File: src/rtl/bulls_cows_pkg.sv
`default_nettype none
// ---------------------------------------------------------------------------
// bulls_cows_pkg : shared constants, states and scoring helpers. Rev 1.0
// ---------------------------------------------------------------------------
package bulls_cows_pkg;

  localparam int DIGIT_W = 4;
  localparam int GUESS_W = 8;

  localparam logic [2:0] SCORE_TWO  = 3'b100;
  localparam logic [2:0] SCORE_ONE  = 3'b010;
  localparam logic [2:0] SCORE_NONE = 3'b001;

  typedef enum logic [2:0] {
    ST_IDLE    = 3'd0,
    ST_CHECK   = 3'd1,
    ST_WAIT_FB = 3'd2,
    ST_DONE    = 3'd3,
    ST_FAIL    = 3'd4
  } state_t;

  function automatic logic [2:0] encode_score(input logic m0, input logic m1);
    logic [2:0] s;
    case ({m0, m1})
      2'b11:   s = SCORE_TWO;
      2'b00:   s = SCORE_NONE;
      default: s = SCORE_ONE;
    endcase
    return s;
  endfunction

  function automatic logic is_score(input logic [2:0] v);
    return (v == SCORE_TWO) || (v == SCORE_ONE) || (v == SCORE_NONE);
  endfunction

endpackage
`default_nettype wire

File: src/rtl/bc_score.sv
`default_nettype none
// ---------------------------------------------------------------------------
// bc_score : combinational one-hot bulls/cows scorer for 2-digit codes. Rev 1.0
// ---------------------------------------------------------------------------
module bc_score
  import bulls_cows_pkg::*;
(
  input  logic [GUESS_W-1:0] a,
  input  logic [GUESS_W-1:0] b,
  output logic [2:0]         bulls,
  output logic [2:0]         cows
);

  logic [DIGIT_W-1:0] a_hi, a_lo, b_hi, b_lo;

  assign a_hi = a[GUESS_W-1:DIGIT_W];
  assign a_lo = a[DIGIT_W-1:0];
  assign b_hi = b[GUESS_W-1:DIGIT_W];
  assign b_lo = b[DIGIT_W-1:0];

  // Cows are the crossed-position matches, so the rule is symmetric in a/b.
  assign bulls = encode_score(a_hi == b_hi, a_lo == b_lo);
  assign cows  = encode_score(a_hi == b_lo, a_lo == b_hi);

endmodule
`default_nettype wire

File: src/rtl/bulls_cows_solver.sv
`default_nettype none
// ---------------------------------------------------------------------------
// bulls_cows_solver : consistent-candidate code-breaker for 2-digit game. Rev 1.0
// ---------------------------------------------------------------------------
module bulls_cows_solver
  import bulls_cows_pkg::*;
#(
  parameter int DIGIT_MAX   = 9,
  parameter int MAX_GUESSES = 8
) (
  input  logic               clk,
  input  logic               rst_n,
  input  logic               start,
  output logic [GUESS_W-1:0] guess,
  output logic               guess_valid,
  input  logic               fb_valid,
  input  logic [2:0]         fb_bulls,
  input  logic [2:0]         fb_cows,
  output logic               busy,
  output logic               solved,
  output logic               fail,
  output logic [3:0]         guess_count
);

  localparam int CNT_W = $clog2(MAX_GUESSES + 1);
  localparam int IDX_W = (MAX_GUESSES > 1) ? $clog2(MAX_GUESSES) : 1;
  localparam logic [DIGIT_W-1:0] DMAX      = DIGIT_W'(DIGIT_MAX);
  localparam logic [CNT_W-1:0]   HIST_FULL = CNT_W'(MAX_GUESSES);

  state_t             state_q;
  logic [GUESS_W-1:0] cand_q, guess_q;
  logic [CNT_W-1:0]   idx_q, hcnt_q;
  logic [3:0]         gcnt_q;
  logic               gv_q, busy_q, solved_q, fail_q, start_q;
  logic [13:0]        hist_q [MAX_GUESSES];

  logic [13:0]        entry;
  logic [2:0]         sc_bulls, sc_cows;
  logic               entry_match, cand_last, fb_ok, hist_we;
  logic [GUESS_W-1:0] cand_next;

  assign entry       = hist_q[idx_q[IDX_W-1:0]];
  assign entry_match = ({sc_bulls, sc_cows} == entry[5:0]);
  assign cand_last   = (cand_q == {DMAX, DMAX});
  assign cand_next   = (cand_q[DIGIT_W-1:0] == DMAX) ?
                       {cand_q[GUESS_W-1:DIGIT_W] + 4'd1, 4'd0} :
                       {cand_q[GUESS_W-1:DIGIT_W], cand_q[DIGIT_W-1:0] + 4'd1};
  assign fb_ok       = is_score(fb_bulls) && is_score(fb_cows);
  assign hist_we     = rst_n && (state_q == ST_WAIT_FB) && fb_valid && fb_ok &&
                       (fb_bulls != SCORE_TWO);

  bc_score u_score (
    .a     (cand_q),
    .b     (entry[13:6]),
    .bulls (sc_bulls),
    .cows  (sc_cows)
  );

  always_ff @(posedge clk) begin
    if (hist_we) hist_q[hcnt_q[IDX_W-1:0]] <= {guess_q, fb_bulls, fb_cows};
  end

  // start is captured one cycle before the FSM acts on it, giving the
  // two-edge start-to-first-guess latency; a start seen while busy is dropped.
  always_ff @(posedge clk) begin
    if (!rst_n) begin
      state_q  <= ST_IDLE;
      start_q  <= 1'b0;
      cand_q   <= '0;
      guess_q  <= '0;
      idx_q    <= '0;
      hcnt_q   <= '0;
      gcnt_q   <= '0;
      gv_q     <= 1'b0;
      busy_q   <= 1'b0;
      solved_q <= 1'b0;
      fail_q   <= 1'b0;
    end else begin
      start_q <= start && !busy_q;
      case (state_q)
        ST_IDLE, ST_DONE, ST_FAIL: begin
          if (start_q) begin
            hcnt_q   <= '0;
            gcnt_q   <= '0;
            idx_q    <= '0;
            cand_q   <= '0;
            solved_q <= 1'b0;
            fail_q   <= 1'b0;
            busy_q   <= 1'b1;
            state_q  <= ST_CHECK;
          end
        end
        ST_CHECK: begin
          if (idx_q == hcnt_q) begin
            guess_q <= cand_q;
            gv_q    <= 1'b1;
            gcnt_q  <= gcnt_q + 4'd1;
            state_q <= ST_WAIT_FB;
          end else if (entry_match) begin
            idx_q <= idx_q + CNT_W'(1);
          end else if (cand_last) begin
            fail_q  <= 1'b1;
            busy_q  <= 1'b0;
            state_q <= ST_FAIL;
          end else begin
            cand_q <= cand_next;
            idx_q  <= '0;
          end
        end
        ST_WAIT_FB: begin
          if (fb_valid) begin
            gv_q <= 1'b0;
            if (!fb_ok) begin
              fail_q  <= 1'b1;
              busy_q  <= 1'b0;
              state_q <= ST_FAIL;
            end else if (fb_bulls == SCORE_TWO) begin
              solved_q <= 1'b1;
              busy_q   <= 1'b0;
              state_q  <= ST_DONE;
            end else begin
              hcnt_q <= hcnt_q + CNT_W'(1);
              idx_q  <= '0;
              if ((hcnt_q + CNT_W'(1) == HIST_FULL) || cand_last) begin
                fail_q  <= 1'b1;
                busy_q  <= 1'b0;
                state_q <= ST_FAIL;
              end else begin
                cand_q  <= cand_next;
                state_q <= ST_CHECK;
              end
            end
          end
        end
        default: begin
          busy_q  <= 1'b0;
          gv_q    <= 1'b0;
          state_q <= ST_IDLE;
        end
      endcase
    end
  end

  assign guess       = guess_q;
  assign guess_valid = gv_q;
  assign busy        = busy_q;
  assign solved      = solved_q;
  assign fail        = fail_q;
  assign guess_count = gcnt_q;

endmodule
`default_nettype wire

File: config.mk
export PLATFORM = sky130hd
export DESIGN_NAME = bulls_cows_solver
export DESIGN_NICKNAME = d
export VERILOG_FILES = /design/src/rtl/bulls_cows_pkg.sv /design/src/rtl/bc_score.sv /design/src/rtl/bulls_cows_solver.sv
export SDC_FILE = /design/constraint.sdc
export NUM_CORES = 1
export LEC_CHECK = 0
export ABC_AREA = 1
export CORE_MARGIN = 8
export CORE_UTILIZATION = 35
export DETAILED_ROUTE_END_ITERATION = 7
export GPL_ROUTABILITY_DRIVEN = 0
export PLACE_DENSITY_LB_ADDON = 0.15
export SETUP_SLACK_MARGIN = 0.2
export SKIP_LAST_GASP = 1
export SLEW_MARGIN = 30
export SYNTH_ARGS = -nofsm -noshare
export SYNTH_HDL_FRONTEND = slang
export SYNTH_SLANG_ARGS = --single-unit
File: constraint.sdc
create_clock -name clk -period 3.85 [get_ports clk]
set_input_delay 0.385 -clock clk [delete_from_list [all_inputs] [get_ports clk]]
set_output_delay 0.385 -clock clk [all_outputs]
set_load 0.02 [all_outputs]
==> metrics, run 1 <==
worst min path class=reg2reg; post-synth net total=701; count of cells along the worst register-to-register path=15; arrival time at the worst endpoint=3.63 ns; growth of design area from synthesis to finish=17.1%; met3 Use GR=3.25%; Worst path top cell family by delay=simple AND/OR/NAND/NOR gates; Clock Tree Root=sky130_fd_sc_hd__clkbuf_16; worst vdd rail ir drop=360 uV; synthesized area per cell=9.97 sq um; crit path cell chain=inv_2 > o21ai_0 > o22ai_1 > o21ai_1 > xor2_1 > nor3_2 > ha_1 > nand3_1 > nand2_1 > nor2_2 > nand4_2 > nand3_1 > nand2_1 > nand2_1 > nor2_1; TritonCTS Buffers=17; end of the worst hold path=fail; busiest layer in global routing=met2; total gr overflow=0; Seq/Total Area, Yosys=61.0%; Worst Hold Launch=fail; GR Layer Usage met2=23.2%; vias in the first global route=4,806; via total after detailed routing=4,803; die height=155 microns; Core Footprint=19,300 sq um; slowest stage cell on the critical path=sky130_fd_sc_hd__inv_2; endpoint kind of the worst setup timing path=register; power density over cell area=768 nW/um^2; post-route fraction of the period consumed by the critical path=86.0%; final setup margin=0.541 ns; clk_skew=0.0111 ns; dpl hpwl=10,500 microns; router iterations before antenna repair=5; count of pins on the block boundary=26; number of endpoints failing setup at the final stage=0; FF+latch count, synth=151; via/cell ratio=4.84; Netlist cell types=36; Critical R2R Capture=cand_q[4]; initial antenna violation count=0; quantity of hold-fixing buffers added after cts=0; TritonCTS clock tree=done; number of buffers on the longest clock path=2; DRT antenna net count=0; worst slew pin tran=0.554 ns; Worst Setup Slack post-DPL=0.498 ns; Initial Util=35.3%; Total Neg Setup Slack=0 ns; Worst-Skew Late Latency=0.43 ns; number of hold violations in the final report=0; count of cells resized by post-cts repair=0; net count reported at finish=733; leading cell type in the layout, fill and taps excluded=sky130_fd_sc_hd__nand2_1; Max Cap Viol=0; critical path buffer and inverter count=1; Post-Synthesis Cell Area=6800 sq um; number of port buffers=25; post-CTS setup buffers=0; clk sink count=151; Hold Path Depth=2; Power, Total=6.11 mW; count of antenna diodes in the layout=0; time the worst path needs with I/O delays and setup=3.31 ns; final WL=16,400 microns; delay contributed by the slowest stage of the critical path=0.41 ns; result of the run=finished clean; critical path class=reg2reg; critical path fanouts, max=28; top achievable clock speed=302 MHz; CP startpoint kind=register; setup slack, reg-to-reg=0.54 ns; total number of H-tree levels=4; wire length of the first global-routing pass=26,000 microns; area of the die=24,100 sq um; Required @ worst endpoint=4.17 ns; Synth Warn #=0; Die W=155 microns; total DRC errors in the routed layout=0; global-route usage over all layers=14.2%; Slew Viols, Final=0; Slew Limit Headroom=63.0%; clock transition time at the flip-flop clock pins of the worst setup and hold paths=0.06 ns; leading cell types in the layout, fill and taps excluded=sky130_fd_sc_hd__nand2_1, sky130_fd_sc_hd__edfxtp_1, sky130_fd_sc_hd__nor2_1; unrepaired setup endpoints after global routing=no; fraction of final layout cells with drive strength greater than 1=10.6%; leak pwr=2.96 nW; Site Rows=51; largest net degree at the start of global routing=34; First DRT Iteration DRCs=290; Global Route met1 Usage=17.8%; library cell appearing most often on the critical path=sky130_fd_sc_hd__nand2_1; average routed wire per standard cell=16.5 microns; gate count after technology mapping=682
==> synthesized netlist by cell type, drive strengths merged <==
| master | instances | area (sq um) |
|---|---|---|
| a31oi | 1 | 6.26 |
| xor2 | 24 | 210 |
| a32oi | 1 | 8.76 |
| a21o | 1 | 7.51 |
| nand2 | 136 | 518 |
| nor3b | 1 | 7.51 |
| nand3 | 61 | 310 |
| nand4 | 5 | 37.5 |
| clkbuf | 7 | 26.3 |
| o22ai | 7 | 43.8 |
| or2 | 2 | 12.5 |
| xnor2 | 1 | 8.76 |
| edfxtp | 112 | 3360 |
| nor3 | 18 | 115 |
| o21a | 2 | 15.0 |
| o221ai | 9 | 78.8 |
| nor2 | 79 | 314 |
| buf | 21 | 138 |
| a211oi | 1 | 7.51 |
| ha | 9 | 113 |
| inv | 53 | 199 |
| a21oi | 28 | 151 |
| dfxtp | 39 | 781 |
| o21ai | 64 | 324 |
==> stage by stage <==
step | instances | hold slack (ns) | util, % | cell area, sq um
4_1_cts | 992 | 0.449 | 41.3 | 7960
6_report | 992 | 0.452 | 41.3 | 7960
3_3_place_gp | 960 | 0.443 | 38.2 | 7370
5_1_grt | 992 | 0.467 | 41.3 | 7960
2_1_floorplan | 682 | 0.452 | - | 6800
3_5_place_dp | 960 | 0.434 | 38.2 | 7370
==> layout make-up <==
type	instances	area, sq um
fillers	1905	11300
flip-flops and latches	151	4150
multi-input cells	450	2320
clock buffers	19	433
repair buffers	41	370
well taps	265	332
inverters	53	199
clock inverters	13	156
==> where the power goes <==
group	leakage, nW	total, mW	switching [mW]	internal (mW)
Sequential	1.34	2.14	0.191	1.95
Combinational	1.34	2.31	1.53	0.782
Clock	0.276	1.65	0.641	1.01
Total	2.96	6.11	2.36	3.75
==> worst register-to-register path: stages, from the launching register on <==
cell and delay (ns):
sky130_fd_sc_hd__dfxtp_1 0.31, sky130_fd_sc_hd__inv_2 0.41, sky130_fd_sc_hd__o21ai_0 0.21, sky130_fd_sc_hd__o22ai_1 0.22, sky130_fd_sc_hd__o21ai_1 0.15, sky130_fd_sc_hd__xor2_1 0.18, sky130_fd_sc_hd__nor3_2 0.30, sky130_fd_sc_hd__ha_1 0.31
sky130_fd_sc_hd__nand3_1 0.08, sky130_fd_sc_hd__nand2_1 0.06, sky130_fd_sc_hd__nor2_2 0.22, sky130_fd_sc_hd__nand4_2 0.24, sky130_fd_sc_hd__nand3_1 0.30, sky130_fd_sc_hd__nand2_1 0.10, sky130_fd_sc_hd__nand2_1 0.07, sky130_fd_sc_hd__nor2_1 0.04
==> state kept, by name, indices dropped and copies added (netlist names), named ones only <==
signal	flops
idx_q	4
guess_count	4
guess	8
hist_q	112
busy	1
state_q	3
guess_valid	1
fail	1
cand_q	8
solved	1
hcnt_q	4
start_q	1
==> kinds of logic (layout without fill, tap and decap cells) <==
kind of cell               after synthesis  in the layout  share of synthesized area (%)
adders and majority gates                9              9                           1.66
DFF                                    151            151                           61.0
and+or+nand+nor                        302            302                           19.3
xor gates and xnor gates                25             25                           3.22
buffers and inverters                   81            126                           5.34
AOI/OAI and AO/OA                      114            114                           9.46
==> worst max-delay path by stage <==
stage               slack, ns  startpoint  depth (start not counted)        end
floorplan                1.10    register                         18   register
global placement         0.54    register                         15   register
detailed placement       0.50    register                         15  cand_q[4]
CTS                      0.47    register                         15   idx_q[2]
global route             0.23    register                         15   idx_q[2]
finish                   0.54    register                         15  cand_q[4]
==> metal layers <==
metal  vias up  wire length, microns
met5         -                     0
met4         0                   328
met3        17                   642
met2        92                  7880
met1      2282                  7520
li1       2412                     -
(Power assumes the default switching activity.)
==> inputs of run 2 (changes only) <==
Settings changed: TNS_END_PERCENT set to 100.
Clock period 3.85 ns to 2.9 ns, I/O delays scaled along.
==> metrics, run 2 (synthesized netlist as in run 1, its figures left out) <==
number of buffers on the longest clock path=2 (unchanged); arrival time at the worst endpoint=3.25 ns (was 3.63 ns); leading cell types in the layout, fill and taps excluded=sky130_fd_sc_hd__nand2_1, sky130_fd_sc_hd__edfxtp_1, sky130_fd_sc_hd__nor2_1 (unchanged); endpoint kind of the worst setup timing path=register (unchanged); net count reported at finish=774 (was 733); global-route usage over all layers=14.9% (was 14.2%); Worst Hold Launch=start (was fail); TritonCTS clock tree=done (unchanged); setup slack, reg-to-reg=-0.05 ns (was 0.54 ns); die height=155 microns (unchanged); total gr overflow=0 (unchanged); count of pins on the block boundary=26 (unchanged); TritonCTS Buffers=17 (unchanged); worst vdd rail ir drop=498 uV (was 360 uV); via total after detailed routing=5,075 (was 4,803); post-route fraction of the period consumed by the critical path=102% (was 86.0%); critical path class=reg2reg (unchanged); final WL=17,200 microns (was 16,400 microns); Required @ worst endpoint=3.20 ns (was 4.17 ns); Slew Limit Headroom=66.9% (was 63.0%); Die W=155 microns (unchanged); Power, Total=8.88 mW (was 6.11 mW); count of cells along the worst register-to-register path=19 (was 15); slowest stage cell on the critical path=sky130_fd_sc_hd__dfxtp_4 (was sky130_fd_sc_hd__inv_2); total number of H-tree levels=4 (unchanged); Site Rows=51 (unchanged); via/cell ratio=4.92 (was 4.84); Total Neg Setup Slack=-0.347 ns (was 0 ns); clk sink count=151 (unchanged); power density over cell area=1030 nW/um^2 (was 768 nW/um^2); CP startpoint kind=register (unchanged); Slew Viols, Final=0 (unchanged); violated checks=negative setup slack; wire length of the first global-routing pass=27,600 microns (was 26,000 microns); delay contributed by the slowest stage of the critical path=0.38 ns (was 0.41 ns); number of hold violations in the final report=0 (unchanged); top achievable clock speed=339 MHz (was 302 MHz); total DRC errors in the routed layout=0 (unchanged); area of the die=24,100 sq um (unchanged); area of the multi-input gates=2480 sq um (was 2320 sq um); Hold Path Depth=3 (was 2); dpl hpwl=11,600 microns (was 10,500 microns); Sequential cell area=4150 sq um (about the same); growth of design area from synthesis to finish=26.2% (was 17.1%); crit path cell chain=buf_12 > nor2_1 > o22ai_1 > o21ai_2 > xor2_1 > nand2_1 > nor3_4 > inv_2 > ha_4 > inv_1 > nand2_1 > nand2_2 > nor2_4 > nand4_4 > buf_4 > nand2_4 > nand2_1 > o21ai_1 > nor2_1 (was inv_2 > o21ai_0 > o22ai_1 > o21ai_1 > xor2_1 > nor3_2 > ha_1 > nand3_1 > nand2_1 > nor2_2 > nand4_2 > nand3_1 > nand2_1 > nand2_1 > nor2_1); initial antenna violation count=0 (unchanged); number of port buffers=25 (unchanged); leading cell type in the layout, fill and taps excluded=sky130_fd_sc_hd__nand2_1 (unchanged); clk_skew=0.00778 ns (was 0.0111 ns); Critical R2R Capture=cand_q[0] (was cand_q[4]); time the worst path needs with I/O delays and setup=2.95 ns (was 3.31 ns); Largest register FFs=112 (unchanged); critical path fanouts, max=24 (was 28); count of antenna diodes in the layout=0 (unchanged); library cell appearing most often on the critical path=sky130_fd_sc_hd__nand2_1 (unchanged); Worst path top cell family by delay=simple AND/OR/NAND/NOR gates (unchanged); worst min path class=in2reg (was reg2reg); Core Footprint=19,300 sq um (unchanged); critical path buffer and inverter count=4 (was 1); Worst Setup Slack post-DPL=-0.324 ns (was 0.498 ns); vias in the first global route=5,000 (was 4,806); Worst-Skew Late Latency=0.43 ns (about the same); clock transition time at the flip-flop clock pins of the worst setup and hold paths=0.06 ns (about the same); router iterations before antenna repair=5 (unchanged); unrepaired setup endpoints after global routing=yes (was no); Clock Tree Root=sky130_fd_sc_hd__clkbuf_16 (unchanged); result of the run=finished with violations (was finished clean); logic depth of the worst setup path including buffers=19 (was 15); number of endpoints failing setup at the final stage=12 (was 0); largest net degree at the start of global routing=25 (was 34); leak pwr=3.22 nW (was 2.96 nW); end of the worst hold path=start_q (was fail); Max Cap Viol=0 (unchanged); worst slew pin tran=0.495 ns (was 0.554 ns); quantity of hold-fixing buffers added after cts=0 (unchanged); First DRT Iteration DRCs=364 (was 290); number of filler cells placed in the layout=1,848 (was 1,905); Initial Util=35.3% (unchanged); DRT antenna net count=0 (unchanged); final setup margin=-0.0529 ns (was 0.541 ns); fraction of final layout cells with drive strength greater than 1=18.0% (was 10.6%); average routed wire per standard cell=16.7 microns (was 16.5 microns)
==> run 2: cell count changes in the layout (fill, tap and decap cells not counted), sizes merged <==
cell / previous run / this run
clkinvlp: 4 / 2
clkinv: 6 / 9
buf: 16 / 57
bufinv: 3 / 1
==> run 2: area by class of cell <==
| class | instances | area share (%) |
|---|---|---|
| timing repair buffer | 82 | 10.3 |
| clock buffer | 19 | 5.05 |
| sequential | 151 | 48.4 |
| multi-input combinational | 450 | 29.0 |
| clock inverter | 12 | 1.02 |
| inverter | 53 | 2.41 |
| tap | 265 | 3.86 |
==> run 2: worst max path at each step <==
stage	startpoint	endpoint	slack, ns
2_1_floorplan	register	register	0.19
3_3_place_gp	register	cand_q[0]	-0.25
3_5_place_dp	register	cand_q[4]	-0.32
4_1_cts	register	idx_q[2]	-0.08
5_1_grt	register	cand_q[0]	-0.26
6_report	register	cand_q[0]	-0.05
==> run 2: metrics by stage <==
stage / utilization [%] / hold slack [ns] / cell area [sq um] / cells
after CTS: 44.3 / 0.396 / 8530 / 1031
after floorplan: - / 0.389 / 6840 / 682
final: 44.5 / 0.411 / 8580 / 1032
after global placement: 40.4 / 0.439 / 7780 / 993
after detailed placement: 40.4 / 0.441 / 7780 / 993
after global routing: 44.5 / 0.445 / 8580 / 1032
==> run 2: worst reg2reg max path, delay by kind of cell, from the launching register on <==
family	cells	cell delay (ns)
and+or+nand+nor	10	1.10
buffers and inverters	4	0.47
AOI/OAI and AO/OA	3	0.43
DFF	1	0.38
adders and majority gates	1	0.28
xor gates and xnor gates	1	0.17
==> run 2: layer usage <==
| metal | part of all wire (%) | GRT usage (%) | vias to the layer above |
|---|---|---|---|
| met5 | 0 | 0 | - |
| met4 | 1.5 | 5.87 | 0 |
| met3 | 4.6 | 3.86 | 17 |
| met1 | 47 | 19.0 | 2463 |
| li1 | - | - | 2493 |
| met2 | 47 | 23.8 | 102 |
==> run 2: repair_timing <==
action,CTS,global route
setup endpoints to repair,20,20
gates cloned,2,0
setup buffers,5,1
resized for setup,42,12
endpoints found under the hold margin,0,0
pin swaps,5,5
==> run 2: power breakdown <==
group | internal (mW) | leakage [nW] | switching (mW) | total [mW]
registers | 2.60 | 1.34 | 0.276 | 2.87
logic | 1.62 | 1.63 | 2.39 | 4.02
clock network | 1.15 | 0.250 | 0.832 | 1.98
total | 5.38 | 3.22 | 3.50 | 8.88
